--- src/rtl/cam_readout_arbiter_pkg.sv ---
// Shared imaging package: arbiter state encoding, default burst length and
// overflow counter width, plus a saturating increment for that counter.
package cam_readout_arbiter_pkg;

    typedef enum logic [1:0] {
        ST_IDLE   = 2'd0,
        ST_SELECT = 2'd1,
        ST_BURST  = 2'd2,
        ST_DRAIN  = 2'd3
    } cam_arb_state_e;

    localparam int CAM_BURST_DEFAULT = 16;
    localparam int CAM_OVF_W         = 16;

    function automatic logic [CAM_OVF_W-1:0] ovf_sat_inc(input logic [CAM_OVF_W-1:0] v);
        return (v == '1) ? v : v + CAM_OVF_W'(1);
    endfunction

endpackage

--- src/rtl/cam_skid_buf.sv ---
// Two-entry in-order output buffer.
// Ports:
//   clk, reset      clock, asynchronous active-low reset
//   push/push_data  write one entry (caller guarantees space)
//   pop             downstream accept; takes effect only when valid
//   valid           buffer non-empty
//   head            oldest entry
//   count           occupancy 0..2
module cam_skid_buf #(
    parameter int W = 19
) (
    input  logic         clk,
    input  logic         reset,
    input  logic         push,
    input  logic [W-1:0] push_data,
    input  logic         pop,
    output logic         valid,
    output logic [W-1:0] head,
    output logic [1:0]   count
);

    logic [W-1:0] ent0;
    logic [W-1:0] ent1;
    logic [1:0]   cnt;
    logic         pop_fire;

    assign pop_fire = pop && (cnt != 2'd0);
    assign valid    = (cnt != 2'd0);
    assign head     = ent0;
    assign count    = cnt;

    always_ff @(posedge clk or negedge reset) begin
        if (!reset) begin
            ent0 <= '0;
            ent1 <= '0;
            cnt  <= 2'd0;
        end else begin
            case ({push, pop_fire})
                2'b11: begin
                    // Simultaneous push and pop: occupancy unchanged.
                    if (cnt == 2'd1) begin
                        ent0 <= push_data;
                    end else begin
                        ent0 <= ent1;
                        ent1 <= push_data;
                    end
                end
                2'b10: begin
                    if (cnt == 2'd0) ent0 <= push_data;
                    else             ent1 <= push_data;
                    cnt <= cnt + 2'd1;
                end
                2'b01: begin
                    ent0 <= ent1;
                    cnt  <= cnt - 2'd1;
                end
                default: ;
            endcase
        end
    end

endmodule

--- src/rtl/cam_readout_arbiter.sv ---
// Camera FIFO readout arbiter: picks a camera (almost-full priority, else
// round-robin), reads up to BURST words from it with one-cycle FIFO latency,
// and streams them through a 2-entry output buffer tagged with source camera
// and start-of-burst.
// Ports:
//   clk, reset            clock, asynchronous active-low reset
//   enable                arbitration enable (never aborts a running burst)
//   cam_empty/afull/dout  per-camera FIFO status and read data
//   cam_rden              per-camera read enable, one-hot or zero
//   out_valid/ready/data  output stream; out_cam source, out_sof first word
//   busy                  not idle
//   ovf_cnt               saturating count of cycles with an unserved afull
module cam_readout_arbiter
    import cam_readout_arbiter_pkg::*;
#(
    parameter int NCAM  = 4,
    parameter int DW    = 16,
    parameter int BURST = CAM_BURST_DEFAULT
) (
    input  logic                    clk,
    input  logic                    reset,
    input  logic                    enable,
    input  logic [NCAM-1:0]         cam_empty,
    input  logic [NCAM-1:0]         cam_afull,
    input  logic [NCAM*DW-1:0]      cam_dout,
    output logic [NCAM-1:0]         cam_rden,
    output logic                    out_valid,
    input  logic                    out_ready,
    output logic [DW-1:0]           out_data,
    output logic [$clog2(NCAM)-1:0] out_cam,
    output logic                    out_sof,
    output logic                    busy,
    output logic [CAM_OVF_W-1:0]    ovf_cnt
);

    localparam int CW  = $clog2(NCAM);
    localparam int BCW = $clog2(BURST + 1);
    localparam int BW  = 1 + CW + DW;

    cam_arb_state_e state, state_nxt;
    logic [CW-1:0]  grant;
    logic [CW-1:0]  rr_ptr;
    logic [CW-1:0]  sel_idx;
    logic [CW-1:0]  cand;
    logic           sel_found;
    logic [BCW-1:0] issued;
    logic           grant_empty;
    logic           rd_ok;
    logic [1:0]     occ;
    logic [NCAM-1:0] held_mask;
    logic [DW-1:0]  cap_data;
    logic [BW-1:0]  buf_head;

    // Read-return stage: one read in flight, tagged with its camera and sof.
    logic           vld_p1;
    logic           sof_p1;
    logic [CW-1:0]  cam_p1;

    // Afull-with-data has absolute priority by lowest index; otherwise scan
    // round-robin starting just after the last grant. Descending loops leave
    // the lowest index / nearest candidate as the final assignment.
    always_comb begin
        sel_found = 1'b0;
        sel_idx   = '0;
        cand      = '0;
        for (int i = NCAM - 1; i >= 0; i--) begin
            if (cam_afull[i] && !cam_empty[i]) begin
                sel_found = 1'b1;
                sel_idx   = CW'(i);
            end
        end
        if (!sel_found) begin
            for (int k = NCAM; k >= 1; k--) begin
                cand = CW'((int'(rr_ptr) + k) % NCAM);
                for (int i = 0; i < NCAM; i++) begin
                    if (cand == CW'(i) && !cam_empty[i]) begin
                        sel_found = 1'b1;
                        sel_idx   = cand;
                    end
                end
            end
        end
    end

    always_comb begin
        grant_empty = 1'b1;
        held_mask   = '0;
        cap_data    = '0;
        for (int i = 0; i < NCAM; i++) begin
            if (grant == CW'(i)) begin
                grant_empty = cam_empty[i];
                if (state == ST_BURST || state == ST_DRAIN) held_mask[i] = 1'b1;
            end
            if (cam_p1 == CW'(i)) cap_data = cam_dout[i*DW +: DW];
        end
    end

    // Space check counts the word already in flight so the buffer never overfills.
    assign rd_ok = (state == ST_BURST) && !grant_empty && (issued < BCW'(BURST)) &&
                   ((occ == 2'd0) || ((occ == 2'd1) && !vld_p1));

    always_comb begin
        cam_rden = '0;
        for (int i = 0; i < NCAM; i++) begin
            if (rd_ok && grant == CW'(i)) cam_rden[i] = 1'b1;
        end
    end

    always_comb begin
        state_nxt = state;
        case (state)
            ST_IDLE:   if (enable && (cam_empty != '1)) state_nxt = ST_SELECT;
            ST_SELECT: state_nxt = sel_found ? ST_BURST : ST_IDLE;
            ST_BURST:  if ((issued == BCW'(BURST)) || (grant_empty && !rd_ok)) state_nxt = ST_DRAIN;
            ST_DRAIN:  if (!vld_p1) state_nxt = ST_IDLE;
            default:   state_nxt = ST_IDLE;
        endcase
    end

    always_ff @(posedge clk or negedge reset) begin
        if (!reset) begin
            state   <= ST_IDLE;
            grant   <= '0;
            rr_ptr  <= CW'(NCAM - 1);
            issued  <= '0;
            vld_p1  <= 1'b0;
            sof_p1  <= 1'b0;
            cam_p1  <= '0;
            ovf_cnt <= '0;
        end else begin
            state <= state_nxt;
            // Pointer moves at grant time, so an empty-on-arrival burst still advances it.
            if (state == ST_SELECT && sel_found) begin
                grant  <= sel_idx;
                rr_ptr <= sel_idx;
                issued <= '0;
            end else if (rd_ok) begin
                issued <= issued + BCW'(1);
            end
            vld_p1 <= rd_ok;
            sof_p1 <= rd_ok && (issued == '0);
            cam_p1 <= grant;
            if ((cam_afull & ~held_mask) != '0) ovf_cnt <= ovf_sat_inc(ovf_cnt);
        end
    end

    // Output stage: captured words queue in order behind any stalled head.
    cam_skid_buf #(.W(BW)) u_skid (
        .clk       (clk),
        .reset     (reset),
        .push      (vld_p1),
        .push_data ({sof_p1, cam_p1, cap_data}),
        .pop       (out_ready),
        .valid     (out_valid),
        .head      (buf_head),
        .count     (occ)
    );

    assign {out_sof, out_cam, out_data} = buf_head;
    assign busy = (state != ST_IDLE);

endmodule

--- config.mk ---
export PLATFORM = sky130hd
export DESIGN_NAME = cam_readout_arbiter
export DESIGN_NICKNAME = d
export VERILOG_FILES = /design/src/rtl/cam_readout_arbiter_pkg.sv /design/src/rtl/cam_skid_buf.sv /design/src/rtl/cam_readout_arbiter.sv
export SDC_FILE = /design/constraint.sdc
export NUM_CORES = 1
export LEC_CHECK = 0
export ABC_CLOCK_PERIOD_IN_PS = 7200
export CAP_MARGIN = 20
export CORE_UTILIZATION = 31
export DETAILED_ROUTE_END_ITERATION = 16
export DONT_BUFFER_PORTS = 1
export PLACE_DENSITY_LB_ADDON = 0.05
export SLEW_MARGIN = 40
export SYNTH_ARGS = -nofsm -noshare
export SYNTH_HDL_FRONTEND = slang
export SYNTH_SLANG_ARGS = --single-unit
--- constraint.sdc ---
create_clock -name clk -period 7.2 [get_ports clk]
set_clock_uncertainty 0.05 [all_clocks]
set_input_delay 1.44 -clock clk [delete_from_list [all_inputs] [get_ports clk]]
set_output_delay 1.44 -clock clk [all_outputs]
set_load 0.02 [all_outputs]
==> results.yml, run 1 <==
status:
  status: "finished clean"
final_layout:
  seqCellArea_um2: 1780
  footprint_of_the_multi_input_gates_um2: 2350
  final_net_count: 466
  antenna_cells: 0
  final_core_util_pct: 35.8
  post_route_cells_drive_above_1_share_pct: 18.5
  area.growth.synth_to_final_pct: 11.3
  final.fill_count: 1376
clock_tree:
  cts.htree.levels: 3
  maximum_clock_insertion_buffer_count: 2
  clk_transition_reported_paths_ps: 60
  cts.repair.resized: 0
  numClockSinks: 71
  cts_setup_buffers: 0
  cts.hold.buffers_added: 0
  cts_made_buffers: 9
  cts-root-buf: "sky130_fd_sc_hd__clkbuf_16"
  clock_latency_ps: 340
  clock_tree_from_tritoncts: "done"
worst_setup_path:
  r2r.worst_path.cells: 8
  worstSetupEndpointType: "primary output"
  startpoint_type: "input pin"
  worstPathMaxFanout: 8
  timing.critical_path.arrival_ps: 2840
  worstSetupPathType: "in -> out"
  critical_path_required_ps: 5710
global_routing:
  grt-ovfl-total: 0
  grt_max_degree: 72
  grt_util_all_layers_pct: 15.4
  grt_pass1_wl_um: 17000
  antenna_found_initial: 0
  first_global_vias: 3142
pwr:
  peak_supply_drop_mv: 0.162
  static-leakage-power_nw: 2.08
  powerDensity_nw_per_um2: 476
routing:
  wl_met1_um: 4820
  length_of_routed_met2_wiring_um: 4750
  number_of_iterations_in_the_first_detailed_routing_pass: 4
  number_of_vias_in_the_routed_layout: 3045
  wl_per_cell_um: 18.6
  drt_iter0_drc: 150
  postRouteAntennaNets: 0
  number_of_remaining_drc_errors: 0
  post_drt_via_cell_ratio: 5.45
  met3RoutedLength_um: 713
  postRouteWirelength_um: 10400
  topRoutingLayerUsed: "met4"
synthesis:
  synth-main-ff-cell: "sky130_fd_sc_hd__dfrtp_1"
  ys_ff_latch: 71
  synth_top_area_share_pct: 40.3
  fraction_of_the_mapped_netlist_area_in_compound_gates_pct: 16.3
  post_synthesis_cell_count: 385
  post_synthesis_xor_xnor_area_fraction_pct: 4.08
  synth_cell_types: 51
  synthMuxAreaShare_pct: 18.7
  synth_warnings: 0
  synth.most_common_cell: "sky130_fd_sc_hd__dfrtp_1"
  synth_commonest_cells: "69 x sky130_fd_sc_hd__dfrtp_1, 21 x sky130_fd_sc_hd__a211oi_1, 21 x sky130_fd_sc_hd__a21o_1, 21 x sky130_fd_sc_hd__mux2_2, 21 x sky130_fd_sc_hd__nand2_1"
  fraction_of_synthesis_flops_using_an_asynchronous_set_or_reset_pin_pct: 100
  synth_simple_gate_area_share_pct: 11.7
  synth_area_um2: 4290
  synth_edf_count: 0
  synth-adder-area-share_pct: 3.50
  synth_fp_nets: 473
  synth_top_family_by_area: "multiplexers"
  avgSynthCellArea_um2: 11.1
  synth.area.top_cells: "sky130_fd_sc_hd__dfrtp_1 40%, sky130_fd_sc_hd__mux4_2 8.4%, sky130_fd_sc_hd__mux2_2 5.5%, sky130_fd_sc_hd__mux2i_1 4.4%, sky130_fd_sc_hd__a211oi_1 3.7%"
  ys_seq_area_share_pct: 41.5
  synth_area_leader_cell: "sky130_fd_sc_hd__dfrtp_1"
placed_design:
  portBuffers: 0
  place_congestion: 0.785
  detailed_place_hpwl_um: 6950
  placement.setup.worst_slack_ps: 2850
floorplanning:
  die_x_um: 120
  boundaryPins: 117
  initial_core_utilization_pct: 32.1
  die-area_um2: 14300
  number_of_placement_rows: 42
  height_of_the_chip_um: 120
  core_region_area_um2: 13300
sta:
  relSlewSlack_pct: 53.8
  final-max-slew-violation-count: 0
  report.final.setup_viol: 0
  fin_crit_sh_pct: 60.2
  timing.final.hold_violations: 0
  transition_time_at_the_pin_with_the_least_slew_margin_ps: 691
  grt_setup_unrepaired: "no"
  fmax_ghz: 0.231
  fin_tns_setup_ps: 0
  hold-worst-slack_ps: 441
  period_minus_slack_ps: 4330
  fin_ws_ps: 2870
min_path:
  timing.hold.worst_path_depth: 2
  hold_class: "reg -> reg"
flow_run:
  max_cap_violations: 0
layout by cell type (no fill, tap or decap), types with 2 or more instances in the layout:
cell,n
sky130_fd_sc_hd__nor3_1,6
sky130_fd_sc_hd__clkbuf_1,2
sky130_fd_sc_hd__ha_1,10
sky130_fd_sc_hd__nor2_1,20
sky130_fd_sc_hd__a21oi_4,2
sky130_fd_sc_hd__mux2_2,21
sky130_fd_sc_hd__a21o_1,21
sky130_fd_sc_hd__o2111ai_1,5
sky130_fd_sc_hd__a21oi_1,7
sky130_fd_sc_hd__a22oi_1,2
sky130_fd_sc_hd__mux2i_1,19
sky130_fd_sc_hd__a211oi_1,21
sky130_fd_sc_hd__xnor2_1,11
sky130_fd_sc_hd__ha_2,2
sky130_fd_sc_hd__nand4_1,8
sky130_fd_sc_hd__buf_4,3
sky130_fd_sc_hd__nand2_1,21
sky130_fd_sc_hd__nand3_1,8
sky130_fd_sc_hd__inv_1,15
sky130_fd_sc_hd__clkinv_2,3
sky130_fd_sc_hd__o21ai_0,5
sky130_fd_sc_hd__clkbuf_16,9
sky130_fd_sc_hd__dfstp_2,2
sky130_fd_sc_hd__a221oi_1,18
sky130_fd_sc_hd__and3_1,5
sky130_fd_sc_hd__nand2b_1,16
sky130_fd_sc_hd__nor2_2,2
sky130_fd_sc_hd__nor2b_1,2
sky130_fd_sc_hd__xor2_1,9
sky130_fd_sc_hd__dfrtp_1,68
sky130_fd_sc_hd__mux4_2,16
metal layers:
layer	vias to the layer above	GRT usage, %
met3	11	5.32
li1	1428	-
met5	-	0
met4	0	5.55
met2	98	23.8
met1	1508	19.9
worst paths after layout:
| kind | from | to | slack, ps |
|---|---|---|---|
| min in group asynchronous | reset | u_skid.head[6]$_DFFE_PN0P_ | 750 |
| setup / recovery | cam_empty[2] | cam_rden[1] | 2870 |
| setup reg to reg | u_skid.count[1]$_DFFE_PN0N_ | u_skid.ent1[7]$_DFFE_PN0P_ | 4100 |
| hold / removal | u_skid.count[1]$_DFFE_PN0N_ | u_skid.count[1]$_DFFE_PN0N_ | 440 |
| max in group asynchronous | reset | rr_ptr[0]$_DFFE_PN1P_ | 6160 |
| hold reg to reg | u_skid.count[1]$_DFFE_PN0N_ | u_skid.count[1]$_DFFE_PN0N_ | 440 |
cells by family (layout without fill, tap and decap cells):
family	Yosys count	in the layout
buffers and inverters	39	37
xor gates and xnor gates	20	20
adders and majority gates	12	12
and+or+nand+nor	95	95
muxes	57	57
AOI/OAI and AO/OA	91	91
DFF	71	71
final cells by class:
| type | instances | area share (%) |
|---|---|---|
| Multi-Input combinational cell | 275 | 49.2 |
| Sequential cell | 71 | 37.3 |
| Clock buffer | 12 | 5.17 |
| Tap cell | 176 | 4.61 |
| Timing Repair Buffer | 5 | 1.36 |
| Inverter | 16 | 1.36 |
| Clock inverter | 4 | 0.944 |
through the flow:
| step | instances | power (mW) | area, µm² |
|---|---|---|---|
| floorplan | 385 | 1.61 | 4290 |
| CTS | 559 | 2.32 | 4770 |
| finish | 559 | 2.27 | 4770 |
| global placement | 541 | 1.80 | 4420 |
| global route | 559 | 2.46 | 4770 |
| detailed placement | 543 | 1.85 | 4480 |
where the power goes:
group | leakage (nW) | internal [mW] | total [mW] | switching (mW)
logic | 1.04 | 0.477 | 0.998 | 0.520
clock network | 0.146 | 0.276 | 0.446 | 0.170
registers | 0.892 | 0.567 | 0.829 | 0.262
total | 2.08 | 1.32 | 2.27 | 0.952
flip-flops by register name, indices dropped and copies added, names as in the netlist, named ones only:
register      cells
u_skid.count      2
state             1
u_skid.head      19
cam_p1            2
rr_ptr            2
issued            5
ovf_cnt          16
grant             2
vld_p1            1
sof_p1            1
u_skid.ent1      19
critical path, cell delays in order:
cell                      delay (ps)
sky130_fd_sc_hd__mux2_4          250
sky130_fd_sc_hd__a211o_1         300
sky130_fd_sc_hd__nor2_2          170
sky130_fd_sc_hd__nand2_4         100
sky130_fd_sc_hd__nor3b_1         580
Power figures use the tool's default switching activity.
==> run 2, diff against run 1 <==
--- a/config.mk
+++ b/config.mk
@@ -5,7 +5,7 @@
 export SDC_FILE = /design/constraint.sdc
 export NUM_CORES = 1
 export LEC_CHECK = 0
-export ABC_CLOCK_PERIOD_IN_PS = 7200
+export ABC_CLOCK_PERIOD_IN_PS = 3530
 export CAP_MARGIN = 20
 export CORE_UTILIZATION = 31
 export DETAILED_ROUTE_END_ITERATION = 16
==> constraint.sdc (replaced) <==
create_clock -name clk -period 3.53 [get_ports clk]
set_clock_uncertainty 0.05 [all_clocks]
set_input_delay 0.706 -clock clk [delete_from_list [all_inputs] [get_ports clk]]
set_output_delay 0.706 -clock clk [all_outputs]
set_load 0.02 [all_outputs]
==> run 2 against run 1 <==
- die area unchanged
- sequential share of layout area fell by 0.30 points
- global-route usage is 0.58 points higher
- routed wire length increased by 0.74%
- first-iteration DRC count decreased by 4.7%
- critical path type is now reg -> out
- largest cell class unchanged
==> results.yml, run 2 (same netlist as run 1, synthesis figures left out) <==
floorplanning:
  number_of_placement_rows: 42
  boundaryPins: 117
  height_of_the_chip_um: 120
  die-area_um2: 14300
  die_x_um: 120
  core_region_area_um2: 13300
  initial_core_utilization_pct: 32.1
clock_tree:
  cts.hold.buffers_added: 2
  clk_transition_reported_paths_ps: 50
  cts_made_buffers: 9
  cts-root-buf: "sky130_fd_sc_hd__clkbuf_16"
  numClockSinks: 71
  cts.htree.levels: 3
  clock_latency_ps: 340
  cts.repair.resized: 0
  cts_setup_buffers: 0
  maximum_clock_insertion_buffer_count: 2
  clock_tree_from_tritoncts: "done"
flow_run:
  max_cap_violations: 0
placed_design:
  placement.setup.worst_slack_ps: 758
  place_congestion: 0.776
  postPlaceCellArea_um2: 4490
  portBuffers: 0
  detailed_place_hpwl_um: 6950
global_routing:
  grt_pass1_wl_um: 17700
  grt-ovfl-total: 0
  grt_max_degree: 56
  grt_util_all_layers_pct: 16.0
  antenna_found_initial: 0
  first_global_vias: 3273
worst_setup_path:
  sum_of_buffers_and_inverters_on_the_critical_path: 1
  worst-r2r-setup-slack_ps: 790
  startpoint_type: "flop"
  worstSetupEndpointType: "primary output"
  cp_cell_sequence: "mux2_4 > a211o_1 > nor2_2 > nand2_4 > inv_6 > nand2_1 > nor2_1"
  beginning_of_the_worst_register_to_register_path: "u_skid.count[0]$_DFFE_PN0N_"
  worstSetupPathType: "reg -> out"
  crit_path_end: "cam_rden[2]"
  path_delay_family: "simple AND/OR/NAND/NOR gates"
  critical_path_required_ps: 2770
  cpPeakStageDelay_ps: 560
  timing.critical_path.arrival_ps: 2280
  setup.worst_path.start: "grant[0]$_DFFE_PN0P_"
  r2r.worst_path.cells: 9
  cp.depth: 7
  crit-reg2reg-capture: "u_skid.ent1[7]$_DFFE_PN0P_"
  critPathSlowestCell: "sky130_fd_sc_hd__dfrtp_1"
  worstPathMaxFanout: 11
final_layout:
  final_core_util_pct: 36.0
  post_route_cells_drive_above_1_share_pct: 19.0
  most-common-layout-cells: "68 x sky130_fd_sc_hd__dfrtp_1, 21 x sky130_fd_sc_hd__nand2_1, 21 x sky130_fd_sc_hd__mux2_2, 21 x sky130_fd_sc_hd__a211oi_1, 21 x sky130_fd_sc_hd__a21o_1"
  final_net_count: 472
  seqCellArea_um2: 1780
  fin_area_um2: 4810
  antenna_cells: 0
  footprint_of_the_multi_input_gates_um2: 2340
  final.fill_count: 1370
  area.growth.synth_to_final_pct: 12.2
  layout_commonest_cell: "sky130_fd_sc_hd__dfrtp_1"
sta:
  final-max-slew-violation-count: 0
  grt_setup_unrepaired: "no"
  hold-worst-slack_ps: 18.9
  transition_time_at_the_pin_with_the_least_slew_margin_ps: 570
  fin_ws_ps: 497
  fin_crit_sh_pct: 85.9
  report.final.setup_viol: 0
  fin_tns_setup_ps: 0
  timing.final.hold_violations: 0
  relSlewSlack_pct: 61.9
  fmax_ghz: 0.330
  period_minus_slack_ps: 3030
pwr:
  peak_supply_drop_mv: 0.319
  powerDensity_nw_per_um2: 957
  static-leakage-power_nw: 2.10
min_path:
  hold_class: "in -> async"
routing:
  postRouteAntennaNets: 0
  drt_iter0_drc: 143
  number_of_remaining_drc_errors: 0
  number_of_vias_in_the_routed_layout: 3045
  post_drt_via_cell_ratio: 5.39
  wl_per_cell_um: 18.6
  postRouteWirelength_um: 10500
  number_of_iterations_in_the_first_detailed_routing_pass: 4
status:
  status: "finished clean"
-- run 2: cell type report --
class / instances / area share (%)
Inverter: 16 / 1.35
Timing Repair Buffer: 11 / 2.70
Multi-Input combinational cell: 275 / 48.6
Sequential cell: 71 / 37.0
Clock buffer: 13 / 5.41
Clock inverter: 3 / 0.364
Tap cell: 176 / 4.58
-- run 2: where the power goes --
group	leakage (nW)	internal [mW]	total [mW]	switching, mW
Combinational	1.08	0.989	2.07	1.08
Clock	0.136	0.512	0.859	0.347
Sequential	0.892	1.16	1.67	0.515
-- run 2: per-layer routing --
layer / vias to the layer above / GRT usage [%] / part of all wire, %
met5: - / 0 / 0
met1: 1495 / 20.4 / 46
met4: 0 / 5.23 / 1.3
met3: 10 / 5.61 / 7.2
met2: 99 / 25.1 / 46
li1: 1441 / - / -
-- run 2: worst min-delay path by stage --
stage | endpoint | slack, ps | cells past startpoint
2_1_floorplan | cam_p1[1]$_DFF_PN0_ | 320 | 0
3_3_place_gp | u_skid.head[7]$_DFFE_PN0P_ | 360 | 0
3_5_place_dp | u_skid.head[7]$_DFFE_PN0P_ | 360 | 0
4_1_cts | cam_p1[1]$_DFF_PN0_ | 1 | 0
5_1_grt | cam_p1[1]$_DFF_PN0_ | 0.3 | 0
6_report | cam_p1[1]$_DFF_PN0_ | 20 | 0
-- run 2: worst register-to-register path, cell delays in order, from the launching register on --
cell and delay, ps:
sky130_fd_sc_hd__dfrtp_1 390, sky130_fd_sc_hd__inv_1 60, sky130_fd_sc_hd__ha_1 280, sky130_fd_sc_hd__inv_1 250, sky130_fd_sc_hd__nand2_1 130, sky130_fd_sc_hd__ha_1 210, sky130_fd_sc_hd__buf_4 220, sky130_fd_sc_hd__a21oi_2 480
sky130_fd_sc_hd__buf_12 220, sky130_fd_sc_hd__mux2_2 340
-- run 2: per-stage QoR --
stage | std cells | power, mW
floorplan | 385 | 3.29
global placement | 547 | 3.74
detailed placement | 547 | 3.78
CTS | 565 | 4.70
global route | 565 | 4.99
finish | 565 | 4.60
